===== config.mk =====
export PLATFORM = sky130hd
export DESIGN_NAME = rgb_to_hsv_stream_flat
export DESIGN_NICKNAME = d
export VERILOG_FILES = /design/src/rtl/rgb_to_hsv_stream_pkg.sv /design/src/rtl/rgb_to_hsv_stream_if.sv /design/src/rtl/rgb_to_hsv_stream_seq_divider.sv /design/src/rtl/rgb_to_hsv_stream.sv /design/src/flat_wrapper.sv
export SDC_FILE = /design/constraint.sdc
export NUM_CORES = 1
export LEC_CHECK = 0
export CELL_PAD_IN_SITES_DETAIL_PLACEMENT = 1
export CELL_PAD_IN_SITES_GLOBAL_PLACEMENT = 2
export CORE_MARGIN = 2
export CORE_UTILIZATION = 40
export CTS_CLUSTER_DIAMETER = 200
export DETAILED_ROUTE_END_ITERATION = 16
export PLACE_DENSITY_LB_ADDON = 0.15
export SLEW_MARGIN = 10
export SYNTH_ARGS = -nofsm -noshare
export SYNTH_HDL_FRONTEND = slang
export SYNTH_SLANG_ARGS = --single-unit

===== constraint.sdc =====
create_clock -name Clk -period 12.8 [get_ports Clk]
set_input_delay 1.92 -clock Clk [delete_from_list [all_inputs] [get_ports Clk]]
set_output_delay 1.92 -clock Clk [all_outputs]
set_load 0.005 [all_outputs]

===== src/rtl/rgb_to_hsv_stream_pkg.sv =====
// rtl/rgb_to_hsv_stream_pkg.sv - shared encodings and helpers for the RGB to HSV converter
package hsv_pkg;

    // FSM state encoding, also exported on the State debug port
    typedef enum logic [2:0] {
        IDLE  = 3'd0,
        CMP   = 3'd1,
        DIV_S = 3'd2,
        DIV_H = 3'd3,
        FIX   = 3'd4,
        OUT   = 3'd5
    } state_t;

    // Dominant-channel select; tie priority is R > G > B
    localparam logic [1:0] SEL_R = 2'd0;
    localparam logic [1:0] SEL_G = 2'd1;
    localparam logic [1:0] SEL_B = 2'd2;

    // One full hue circle in sixths with frac_w fractional bits
    function automatic int unsigned hue_full(input int unsigned frac_w);
        return 32'd6 << frac_w;
    endfunction

endpackage


===== src/rtl/rgb_to_hsv_stream_if.sv =====
// rtl/rgb_to_hsv_stream_if.sv - pixel-in / HSV-out handshake bundle
interface rgb_to_hsv_stream_if #(
    parameter int DATA_W = 8,
    parameter int FRAC_W = 8
) ();
    logic              in_valid;
    logic              in_ready;
    logic [DATA_W-1:0] R;
    logic [DATA_W-1:0] G;
    logic [DATA_W-1:0] B;
    logic              out_valid;
    logic              out_ready;
    logic [FRAC_W+2:0] H;
    logic [FRAC_W:0]   S;
    logic [DATA_W-1:0] V;

    // Pixel source and HSV consumer side
    modport master (
        output in_valid, R, G, B, out_ready,
        input  in_ready, out_valid, H, S, V
    );

    // Converter side
    modport slave (
        input  in_valid, R, G, B, out_ready,
        output in_ready, out_valid, H, S, V
    );
endinterface


===== src/rtl/rgb_to_hsv_stream_seq_divider.sv =====
// rtl/rgb_to_hsv_stream_seq_divider.sv - fixed-latency restoring divider, quot = (num << (Q_W-1)) / den
module seq_divider #(
    parameter int NUM_W = 8,
    parameter int DEN_W = 8,
    parameter int Q_W   = 9
) (
    input  logic             clk,
    input  logic             rst_n,
    input  logic             start,
    input  logic [NUM_W-1:0] num,
    input  logic [DEN_W-1:0] den,
    output logic             busy,
    output logic             done,
    output logic [Q_W-1:0]   quot,
    output logic             zero_div
);
    // Callers guarantee num <= den, so only the low Q_W quotient bits can be
    // set and the partial remainder starts at num >> 1. The start edge already
    // resolves the top quotient bit, so the result is ready Q_W edges after start.
    localparam int CNT_W = $clog2(Q_W) + 1;

    logic [DEN_W:0]   rem;
    logic [DEN_W-1:0] den_q;
    logic [Q_W-1:0]   q_q;
    logic [CNT_W-1:0] cnt;
    logic             zero_q;

    logic [DEN_W:0]   rem_in;
    logic             in_bit;
    logic [DEN_W-1:0] d_cur;
    logic [DEN_W:0]   sh;
    logic             ge;
    logic [DEN_W:0]   rem_nxt;

    // One restoring step: shift in the next numerator bit, subtract if it fits
    always_comb begin
        rem_in  = start ? (DEN_W+1)'(num >> 1) : rem;
        in_bit  = start ? num[0] : 1'b0;
        d_cur   = start ? den : den_q;
        sh      = (DEN_W+1)'({rem_in, in_bit});
        ge      = (sh >= {1'b0, d_cur});
        rem_nxt = ge ? (sh - {1'b0, d_cur}) : sh;
    end

    // Iteration control; the run length is the same for a zero divisor
    always_ff @(posedge clk or negedge rst_n) begin
        if (!rst_n) begin
            rem    <= '0;
            den_q  <= '0;
            q_q    <= '0;
            cnt    <= '0;
            zero_q <= 1'b0;
            busy   <= 1'b0;
            done   <= 1'b0;
        end else begin
            done <= 1'b0;
            if (start) begin
                rem    <= rem_nxt;
                q_q    <= Q_W'(ge);
                den_q  <= den;
                zero_q <= (den == '0);
                cnt    <= CNT_W'(Q_W - 1);
                busy   <= 1'b1;
            end else if (busy) begin
                rem <= rem_nxt;
                q_q <= {q_q[Q_W-2:0], ge};
                cnt <= cnt - CNT_W'(1);
                if (cnt == CNT_W'(1)) begin
                    busy <= 1'b0;
                    done <= 1'b1;
                end
            end
        end
    end

    assign quot     = zero_q ? '0 : q_q;
    assign zero_div = zero_q;

endmodule


===== src/rtl/rgb_to_hsv_stream.sv =====
// rtl/rgb_to_hsv_stream.sv - streaming RGB to HSV converter with one shared sequential divider
module rgb_to_hsv_stream
    import hsv_pkg::*;
#(
    parameter int DATA_W = 8,
    parameter int FRAC_W = 8
) (
    input  logic                Clk,
    input  logic                reset,
    rgb_to_hsv_stream_if.slave  pix,
    output logic [DATA_W-1:0]   Max,
    output logic [DATA_W-1:0]   Delta,
    output logic [2:0]          State
);
    localparam int Q_W = FRAC_W + 1;
    localparam int H_W = FRAC_W + 3;
    localparam logic [H_W-1:0] HUE_FULL = H_W'(hue_full(FRAC_W));

    state_t state, state_nxt;

    logic [DATA_W-1:0] r_q, g_q, b_q;
    logic [DATA_W-1:0] num_q;
    logic [1:0]        sel_q;
    logic              neg_q;
    logic [Q_W-1:0]    s_q;
    logic [Q_W-1:0]    qh_q;
    logic              hz_q;

    logic [DATA_W-1:0] mx, mn, dl, num_c;
    logic [1:0]        sel_c;
    logic              neg_c;

    logic              div_start, div_busy, div_done, div_zero;
    logic [DATA_W-1:0] div_num, div_den;
    logic [Q_W-1:0]    div_quot;

    logic [H_W-1:0]    offset, qh_ext, h_raw, h_c;

    // State register
    always_ff @(posedge Clk or negedge reset) begin
        if (!reset) state <= IDLE;
        else        state <= state_nxt;
    end

    // Next-state logic; each divide state lasts until the divider reports done
    always_comb begin
        state_nxt = state;
        case (state)
            IDLE:    if (pix.in_valid) state_nxt = CMP;
            CMP:     state_nxt = DIV_S;
            DIV_S:   if (div_done) state_nxt = DIV_H;
            DIV_H:   if (div_done) state_nxt = FIX;
            FIX:     state_nxt = OUT;
            OUT:     if (pix.out_ready) state_nxt = IDLE;
            default: state_nxt = IDLE;
        endcase
    end

    // FSM outputs: handshakes and divider launches (S from CMP, H on S done)
    always_comb begin
        pix.in_ready  = reset && (state == IDLE);
        pix.out_valid = (state == OUT);
        div_start     = 1'b0;
        case (state)
            CMP:     div_start = !div_busy;
            DIV_S:   div_start = div_done && !div_busy;
            default: div_start = 1'b0;
        endcase
    end

    assign State = state;

    // Max/min, dominant channel and hue numerator from the captured pixel
    always_comb begin
        mx = r_q;
        mn = r_q;
        if (g_q > mx) mx = g_q;
        if (b_q > mx) mx = b_q;
        if (g_q < mn) mn = g_q;
        if (b_q < mn) mn = b_q;
        dl = mx - mn;
        if (r_q >= g_q && r_q >= b_q) begin
            sel_c = SEL_R;
            num_c = (g_q >= b_q) ? (g_q - b_q) : (b_q - g_q);
            neg_c = (b_q > g_q);
        end else if (g_q >= b_q) begin
            sel_c = SEL_G;
            num_c = (b_q >= r_q) ? (b_q - r_q) : (r_q - b_q);
            neg_c = (r_q > b_q);
        end else begin
            sel_c = SEL_B;
            num_c = (r_q >= g_q) ? (r_q - g_q) : (g_q - r_q);
            neg_c = (g_q > r_q);
        end
    end

    // Divider operands: Delta/Max for S straight from CMP, then num/Delta for H
    always_comb begin
        div_num = (state == CMP) ? dl : num_q;
        div_den = (state == CMP) ? mx : Delta;
    end

    seq_divider #(
        .NUM_W (DATA_W),
        .DEN_W (DATA_W),
        .Q_W   (Q_W)
    ) u_div (
        .clk      (Clk),
        .rst_n    (reset),
        .start    (div_start),
        .num      (div_num),
        .den      (div_den),
        .busy     (div_busy),
        .done     (div_done),
        .quot     (div_quot),
        .zero_div (div_zero)
    );

    // Hue assembly: sector offset plus or minus qh, wrapping a full circle to 0
    always_comb begin
        qh_ext = H_W'(qh_q);
        case (sel_q)
            SEL_G:   offset = H_W'(2) << FRAC_W;
            SEL_B:   offset = H_W'(4) << FRAC_W;
            default: offset = '0;
        endcase
        if (sel_q == SEL_R) h_raw = neg_q ? (HUE_FULL - qh_ext) : qh_ext;
        else                h_raw = neg_q ? (offset - qh_ext) : (offset + qh_ext);
        h_c = h_raw;
        if (h_raw == HUE_FULL || hz_q) h_c = '0;
    end

    // Datapath registers; visible results only change in FIX
    always_ff @(posedge Clk or negedge reset) begin
        if (!reset) begin
            r_q   <= '0;
            g_q   <= '0;
            b_q   <= '0;
            num_q <= '0;
            sel_q <= SEL_R;
            neg_q <= 1'b0;
            s_q   <= '0;
            qh_q  <= '0;
            hz_q  <= 1'b0;
            Max   <= '0;
            Delta <= '0;
            pix.H <= '0;
            pix.S <= '0;
            pix.V <= '0;
        end else begin
            case (state)
                IDLE: begin
                    if (pix.in_valid && pix.in_ready) begin
                        r_q <= pix.R;
                        g_q <= pix.G;
                        b_q <= pix.B;
                    end
                end
                CMP: begin
                    Max   <= mx;
                    Delta <= dl;
                    sel_q <= sel_c;
                    num_q <= num_c;
                    neg_q <= neg_c;
                end
                DIV_S: if (div_done) s_q <= div_quot;
                DIV_H: begin
                    if (div_done) begin
                        qh_q <= div_quot;
                        hz_q <= div_zero;
                    end
                end
                FIX: begin
                    pix.H <= h_c;
                    pix.S <= s_q;
                    pix.V <= Max;
                end
                default: ;
            endcase
        end
    end

endmodule


===== src/flat_wrapper.sv =====
// flat-port wrapper written by rule: the top's interface ports become plain ports
module rgb_to_hsv_stream_flat import hsv_pkg::*;
#(
    parameter int DATA_W = 8,
    parameter int FRAC_W = 8
)
  (Clk, reset, Max, Delta, State, pix_in_valid, pix_R, pix_G, pix_B, pix_out_ready, pix_in_ready, pix_out_valid, pix_H, pix_S, pix_V);
  rgb_to_hsv_stream_if #(.DATA_W(DATA_W), .FRAC_W(FRAC_W)) pix_i ();
  input  logic Clk;
  input  logic reset;
  output logic [DATA_W-1:0] Max;
  output logic [DATA_W-1:0] Delta;
  output logic [2:0] State;
  input wire logic [$bits(pix_i.in_valid)-1:0] pix_in_valid;
  input wire logic [$bits(pix_i.R)-1:0] pix_R;
  input wire logic [$bits(pix_i.G)-1:0] pix_G;
  input wire logic [$bits(pix_i.B)-1:0] pix_B;
  input wire logic [$bits(pix_i.out_ready)-1:0] pix_out_ready;
  output wire logic [$bits(pix_i.in_ready)-1:0] pix_in_ready;
  output wire logic [$bits(pix_i.out_valid)-1:0] pix_out_valid;
  output wire logic [$bits(pix_i.H)-1:0] pix_H;
  output wire logic [$bits(pix_i.S)-1:0] pix_S;
  output wire logic [$bits(pix_i.V)-1:0] pix_V;
  assign pix_i.in_valid = pix_in_valid;
  assign pix_i.R = pix_R;
  assign pix_i.G = pix_G;
  assign pix_i.B = pix_B;
  assign pix_i.out_ready = pix_out_ready;
  assign pix_in_ready = pix_i.in_ready;
  assign pix_out_valid = pix_i.out_valid;
  assign pix_H = pix_i.H;
  assign pix_S = pix_i.S;
  assign pix_V = pix_i.V;
  rgb_to_hsv_stream #(.DATA_W(DATA_W), .FRAC_W(FRAC_W)) u_core (.Clk(Clk), .reset(reset), .pix(pix_i), .Max(Max), .Delta(Delta), .State(State));
endmodule

==> flow_summary.toml <==
[outcome]
status = "complete, no violations"

[cells_and_area]
fin_nets = 1304
seq_area_um2 = 3350
fin_area_um2 = 11700
fillerInstances = 2883
multi_input_area_um2 = 6190
mostFrequentLayoutCells = "nand2_1 (136), dfrtp_1 (134), nor2_1 (87)"
drive_above_1_share_pct = 9.92
fin_util_pct = 47.8
final_common_cell = "nand2_1"
area_growth_pct = 17.1

[routing]
drt_iter0_markers = 417
drcViolationCount = 0
firstDrtPassIters = 5
viasPerCell = 5.75
ant_nets = 0
wire_per_inst_um = 21.5
routed_wl_mm = 32.8
vias = 8756

[timing]
post-route-min-period_ns = 8.72
setup_viol = 0
skew_ns = 0.0115
slew-limit-headroom_pct = 17.7
finalMaxSlewViolations = 0
finalSetupTns_ns = 0
fin_crit_sh_pct = 68.1
fmaxAchievable_mhz = 115
setup_ws_ns = 4.08
max_slew.worst_pin.slew_ns = 1.23
rsz0062_at_grt = "false"
hold_viol = 0

[critical_path]
reg2reg_from = "u_core.g_q[1]"
path_buf_inv = 2
slowest_delay_ns = 0.76
worst-path-stages = 30
worstPathArrival_ns = 9.07
cp_top_family = "compound AO/OA/AOI/OAI gates"
cp_slowest_cell = "o22ai_2"
critical_path_class = "reg -> reg"
r2r_end = "u_core.u_div.rem[0]"
worst-endpoint-required_ns = 13.16
start_kind = "flip-flop"
r2r_slack_ns = 4.08
cp_max_fo = 17
critPathCaptureType = "flip-flop"
worstRegToRegCells = 30

[global_route]
gr-total-overflow = 0
antenna_found_initial = 2
grt_pass1_vias = 8919
globalRouteTotalUtil_pct = 25.5
grt_max_degree = 84
grt_pass1_wl_mm = 51.5

[clock_network]
clockBufferDepth = 2
hold_buffers = 0
cts_tree = "done"
path_clk_slew_ns = 0.07
root_buffer = "clkbuf_16"
insertion_delay_ns = 0.43
cts_resized = 0
cts.sinks = 134
post_cts_buffers = 0
numCtsBuffers = 17
h-tree-depth = 4

[logic_synthesis]
synth_edf_count = 0
synthArstFlopShare_pct = 100
postSynthNetCount = 1248
muxShareOfSynthArea_pct = 7.96
syn_inst = 1130
synth-seq-cells = 134
synth_simple_gate_area_share_pct = 17.4
synth_flop_cell = "dfrtp_1"
yosysUniqueCellTypes = 85
yosys_warnings = 0
synthAdderAreaFrac_pct = 11.9
synth_top_family_by_area = "compound AO/OA/AOI/OAI gates"
synth_xor_area_share_pct = 2.99
synth_compound_area_share_pct = 21.7
yosysSeqAreaShare_pct = 33.7
syn_avg_cell_area_um2 = 8.81
syn_area_um2 = 9960

[worst_hold_path]
hold_path.startpoint = "u_core.s_q[8]"
hold_depth = 2
hold_class = "reg -> reg"
hold_path_end = "u_core.s_q[8]"

[die]
die_width_um = 162
io-pin-count = 77
core_um2 = 24400
start_util_pct = 40.8
die_h_um = 162
die-area_um2 = 26200
rows = 57

[run]
drv_cap = 0

[place]
place_area_um2 = 11000
portBuffers = 76
gp_congestion = 0.935
preCtsSetupSlack_ns = 4.25
dpl.hpwl_mm = 25.6
cell families (layout without fill, tap and decap cells):
| logic type | count (synthesis) | in the layout |
|---|---|---|
| adder cells (fa/ha/maj) | 90 | 90 |
| AO/OA/AOI/OAI | 330 | 330 |
| multiplexers | 73 | 73 |
| XOR/XNOR | 34 | 34 |
| AND/OR/NAND/NOR | 357 | 357 |
| flip-flops | 134 | 134 |
| other | 0 | 1 |
| buffers and inverters | 112 | 181 |
registers in the layout, summed over array words and instances (netlist names), 9 cells and up:
name	count
u_core.qh_q	9
u_core.pix.H	11
u_core.u_div.q_q	9
u_core.s_q	9
u_core.pix.S	9
cell usage after synthesis (all sizes together), types with 5 or more instances:
library cell  number  area share [%]
a22o              15             1.3
xnor2             22             1.9
nor2b             13            0.82
mux2              50             5.7
nand2b            14            0.88
o211ai            15             1.1
or3                7            0.45
nand2            136             5.1
or2                6            0.38
ha                82              10
o31ai              8            0.60
clkbuf            39             1.5
dfrtp            134              34
a211oi             6            0.45
o21ai             83             4.2
inv               64             2.4
buf                9            0.43
nor2              87             3.3
mux2i             23             2.3
nand4             11            0.69
nor4               5            0.46
a21oi             81             4.1
a311oi             5            0.44
nor3              20             1.2
a31oi             17             1.1
a21o              17             1.3
a31o               5            0.44
fa                 8             1.6
xor2              12             1.1
nand3b             6            0.45
o22ai              5            0.38
a21boi             8            0.60
o21a              15             1.1
nand3             16            0.80
and2              12            0.75
through the flow:
step                hold slack, ns  instances
floorplan                    0.437       1130
global placement             0.463       1491
detailed placement           0.469       1491
CTS                          0.485       1523
global route                 0.517       1523
finish                       0.478       1524
worst register-to-register path: cells and delay by family, from the launching register on:
kind | cells | cell delay [ns]
AO/OA/AOI/OAI | 14 | 4.28
AND/OR/NAND/NOR | 8 | 1.49
adder cells (fa/ha/maj) | 4 | 1.36
flip-flops | 1 | 0.57
multiplexers | 2 | 0.48
buffers and inverters | 2 | 0.47
how the worst max path moves through the flow:
stage / startpoint / endpoint / slack (ns)
after detailed placement: u_core.g_q[1] / u_core.u_div.rem[0] / 4.25
after CTS: u_core.g_q[1] / u_core.u_div.rem[0] / 4.15
after global placement: u_core.g_q[1] / u_core.u_div.rem[0] / 4.53
after floorplan: u_core.g_q[1] / u_core.u_div.rem[6] / 5.56
final: u_core.g_q[1] / u_core.u_div.rem[0] / 4.08
after global routing: u_core.g_q[1] / u_core.u_div.rem[0] / 3.43
per-layer routing:
metal	global-route usage, %	wire, µm
met1	33.0	14800
met2	43.4	15900
met3	4.16	1230
met4	8.81	886
met5	0	0
final cells by class:
cell class                      count  area share (%)
Antenna cell                        1          0.0215
Clock buffer                       17            3.65
Clock inverter                     15            1.89
Inverter                           64            2.06
Multi-Input combinational cell    884            53.0
Sequential cell                   134            28.7
Tap cell                          324            3.48
Timing Repair Buffer               85            7.11
Power is not shown: default switching activity piles up to over one toggle a cycle in this logic, so the estimate is an artifact.
